<file path="config.mk">
export PLATFORM = sky130hd
export DESIGN_NAME = pulse_req_sync_src
export DESIGN_NICKNAME = d
export VERILOG_FILES = /design/src/rtl/pulse_req_sync_src.sv
export SDC_FILE = /design/constraint.sdc
export NUM_CORES = 1
export LEC_CHECK = 0
export CORE_MARGIN = 2
export CORE_UTILIZATION = 30
export DETAILED_ROUTE_END_ITERATION = 8
export PLACE_DENSITY_LB_ADDON = 0.12
export SLEW_MARGIN = 20
export SYNTH_ARGS = -nofsm -noshare
export SYNTH_HDL_FRONTEND = slang
export SYNTH_SLANG_ARGS = --single-unit
</file>
<file path="constraint.sdc">
create_clock -name clk -period 3.3 [get_ports clk]
set_input_delay 0.33 -clock clk [delete_from_list [all_inputs] [get_ports clk]]
set_output_delay 0.33 -clock clk [all_outputs]
set_load 0.03 [all_outputs]
</file>
<file path="src/rtl/pulse_req_sync_src.sv">
// Source side of a pulse crossing: turns clk-domain event pulses into a four-phase
// req/ack level handshake, queueing events that arrive while a transfer is in flight.
module pulse_req_sync_src #(
   parameter int CNT_W       = 4,
   parameter int SYNC_STAGES = 2
) (
   input  logic             clk,
   input  logic             rst_n,
   input  logic             pulse_in,
   input  logic             ack_async,
   output logic             req_out,
   output logic             busy,
   output logic             done,
   output logic             drop,
   output logic [CNT_W-1:0] pending
);

   localparam logic [1:0] ST_IDLE    = 2'd0;
   localparam logic [1:0] ST_REQ     = 2'd1;
   localparam logic [1:0] ST_ACK_LOW = 2'd2;

   localparam logic [CNT_W-1:0] CNT_MAX = {CNT_W{1'b1}};

   logic [SYNC_STAGES-1:0] sync_reg;
   logic                   ack_s;

   logic [1:0]       state_reg, state_next;
   logic [CNT_W-1:0] pending_reg, pending_next;
   logic             req_reg, done_reg, done_next, drop_reg, drop_next;
   logic             inc, dec;

   // ack_async is sampled only by the first stage of this chain
   genvar gi;
   generate
      for (gi = 0; gi < SYNC_STAGES; gi++) begin : g_sync
         if (gi == 0) begin : g_first
            always_ff @(posedge clk or negedge rst_n) begin
               if (!rst_n) sync_reg[0] <= 1'b0;
               else        sync_reg[0] <= ack_async;
            end
         end else begin : g_next
            always_ff @(posedge clk or negedge rst_n) begin
               if (!rst_n) sync_reg[gi] <= 1'b0;
               else        sync_reg[gi] <= sync_reg[gi-1];
            end
         end
      end
   endgenerate

   assign ack_s = sync_reg[SYNC_STAGES-1];

   always_comb begin
      state_next = state_reg;
      inc        = 1'b0;
      dec        = 1'b0;
      done_next  = 1'b0;
      case (state_reg)
         ST_IDLE: begin
            if (pulse_in) state_next = ST_REQ;
         end
         ST_REQ: begin
            inc = pulse_in;
            if (ack_s) state_next = ST_ACK_LOW;
         end
         ST_ACK_LOW: begin
            if (!ack_s) begin
               done_next = 1'b1;
               if (pending_reg != '0) begin
                  state_next = ST_REQ;
                  dec        = 1'b1;
                  inc        = pulse_in;
               end else if (pulse_in) begin
                  // new pulse starts the next transfer directly, never touching the queue
                  state_next = ST_REQ;
               end else begin
                  state_next = ST_IDLE;
               end
            end else begin
               inc = pulse_in;
            end
         end
         default: state_next = ST_IDLE;
      endcase

      pending_next = pending_reg;
      drop_next    = 1'b0;
      if (inc && !dec) begin
         if (pending_reg == CNT_MAX) drop_next = 1'b1;
         else                        pending_next = pending_reg + 1'b1;
      end else if (dec && !inc) begin
         pending_next = pending_reg - 1'b1;
      end
   end

   always_ff @(posedge clk or negedge rst_n) begin
      if (!rst_n) begin
         state_reg   <= ST_IDLE;
         pending_reg <= '0;
         req_reg     <= 1'b0;
         done_reg    <= 1'b0;
         drop_reg    <= 1'b0;
      end else begin
         state_reg   <= state_next;
         pending_reg <= pending_next;
         req_reg     <= (state_next == ST_REQ);
         done_reg    <= done_next;
         drop_reg    <= drop_next;
      end
   end

   assign req_out = req_reg;
   assign done    = done_reg;
   assign drop    = drop_reg;
   assign pending = pending_reg;
   assign busy    = (state_reg != ST_IDLE) | (pending_reg != '0);

endmodule

</file>
==> results.tsv <==
metric	value	unit
yosys_register_bits	11	
hold_class	flip-flop to flip-flop	
mostFrequentLayoutCells	dfrtp_1, clkdlybuf4s50_1, ha_1, nand2_1	
wl_per_cell	11.97	µm
fmax	383.1	MHz
clock_skew	0.007442	ns
yosysSeqAreaShare	41.04	%
coreArea	0.002170	mm²
peakVddDrop	0.4777	mV
hold_start	sync_reg[0]	
crit_family	simple AND/OR/NAND/NOR gates	
largest_reg_flops	4	
initial_core_util	30.91	%
p_total	771.6	µW
clk_latency	0.26	ns
dpl_worst_slack	0.7110	ns
vias_per_cell	4.857	
slew_headroom	66.95	%
area_growth	25.56	%
cts_buffers	3	
slew_viol_final	0	
drt-total-wl	1.257	mm
drive_gt1_share	11.69	%
grt_max_degree	12	
critPathBufInv	1	
postRouteAntennaNets	0	
maxCapViolCount	0	
io_buffer_count	11	
clock_sinks	11	
power_density	916.3	mW/mm²
post-route-min-period	2.610	ns
num_io_pins	12	
cts_tree	built	
root_buffer	clkbuf_4	
rows	17	
grt_pass1_vias	510	
syn_area_per_cell	10.82	µm²
overflow	0	
startpoint	pending[0]	
reg2reg_from	pending[0]	
postLayoutSetupSlackWorst	0.6900	ns
period_share	79.09	%
antenna_cells	0	
critPathSlowestCell	or4_4	
setup_viol	0	
die_h	51.28	µm
final_nets	89	
htreeDepth	1	
worst_setup_path_start_kind	flip-flop	
ff_latch_area	275.3	µm²
synth_flop_cell	dfrtp_1	
syn-cell-area	670.6	µm²
final_util	38.81	%
fill_cells	229	
track_usage	11.85	%
rsz0062_at_grt	no	
synth_cells	62	
route.vias.total	510	
multi_input_area	384.1	µm²
cp.required	3.44	ns
cts_hold_buf	0	
synth_warnings	0	
worstMarginPinSlew	0.4942	ns
critPathMaxStageDelay	0.60	ns
firstDrtPassIters	2	
path_cells	or4_4 > a211oi_4 > inv_2 > ha_1 > a21oi_1 > and2_1 > xnor2_1 > o211ai_1	
grt_pass1_wl	2.235	mm
antenna_found_initial	0	
critPathKind	flip-flop to flip-flop	
cts_resized	0	
status	finished clean	
cp-end-kind	flip-flop	
worstPathArrival	2.75	ns
dieArea	0.002630	mm²
cts_setup_buffers	0	
path_max_fanout	8	
finalSetupTns	0	ns
syn_nets	73	
dp.final_hpwl	979	µm
synth_edf_count	0	
gp_congestion	0.6755	
drt_iter0_drc	6	
clockBufferDepth	2	
leakagePower	0.3388	nW
async_reset_ff_share	100.0	%
drc	0	
dieWidth	51.28	µm
final-hold-violation-count	0	
ys_types	31	
clk_pin_slew	0.07	ns
==> logic make-up after synthesis <==
logic type,synth area share [%]
DFF,41.04
xor gates and xnor gates,3.919
buffers and inverters,1.679
adders and majority gates,14.18
muxes,4.851
AOI/OAI and AO/OA,18.47
and+or+nand+nor,15.86
==> synthesized netlist by cell type (2+ instances only) <==
cell type	number	area [µm²]
nor2_1	2	7.510
mux2_1	2	22.52
a21boi_0	2	15.01
o211ai_1	2	15.01
a21oi_1	3	15.01
dfrtp_1	11	275.3
o21ai_0	3	15.01
inv_1	2	7.510
xnor2_1	2	17.52
nor2b_1	2	12.51
ha_1	6	75.07
nand3_1	2	10.01
nand2_1	5	18.77
==> per-layer routing <==
layer	GRT usage (%)	part of all wire, %	vias up
li1	-	-	254
met1	14.10	47	246
met2	19.05	49	8
met3	5.263	3.1	2
met4	3.947	0.88	0
met5	0	0	-
==> stage by stage <==
step                      hold slack [ns]  area [µm²]  cells
after floorplan                   0.03441       670.6     62
after global placement             0.3330       815.8    101
after detailed placement           0.3355       815.8    101
after CTS                          0.3506       842.1    105
after global routing               0.3525       842.1    105
final                              0.3485       842.1    105
==> layout make-up <==
type	instances	area share, %
multi-input cells	48	45.62
flip-flops and latches	11	32.69
repair buffers	11	13.08
well taps	28	4.160
clock buffers	4	3.120
inverters	3	1.337
==> worst paths after layout <==
kind / to / slack (ns) / depth (start not counted)
min in group asynchronous: pending[1] / 0.40 / 1
min: ack_s / 0.35 / 0
min reg2reg: ack_s / 0.35 / 0
max reg2reg: pending[3] / 0.69 / 8
max in group asynchronous: sync_reg[0] / 2.56 / 1
max: pending[3] / 0.69 / 8
==> report_power, final <==
group,internal (mW),total (mW),leakage [nW],switching [mW]
Clock,0.0466,0.0872,0.0150,0.0406
Combinational,0.204,0.439,0.190,0.234
Sequential,0.178,0.246,0.134,0.0679
No activity file was read; power rests on OpenSTA's default activity.
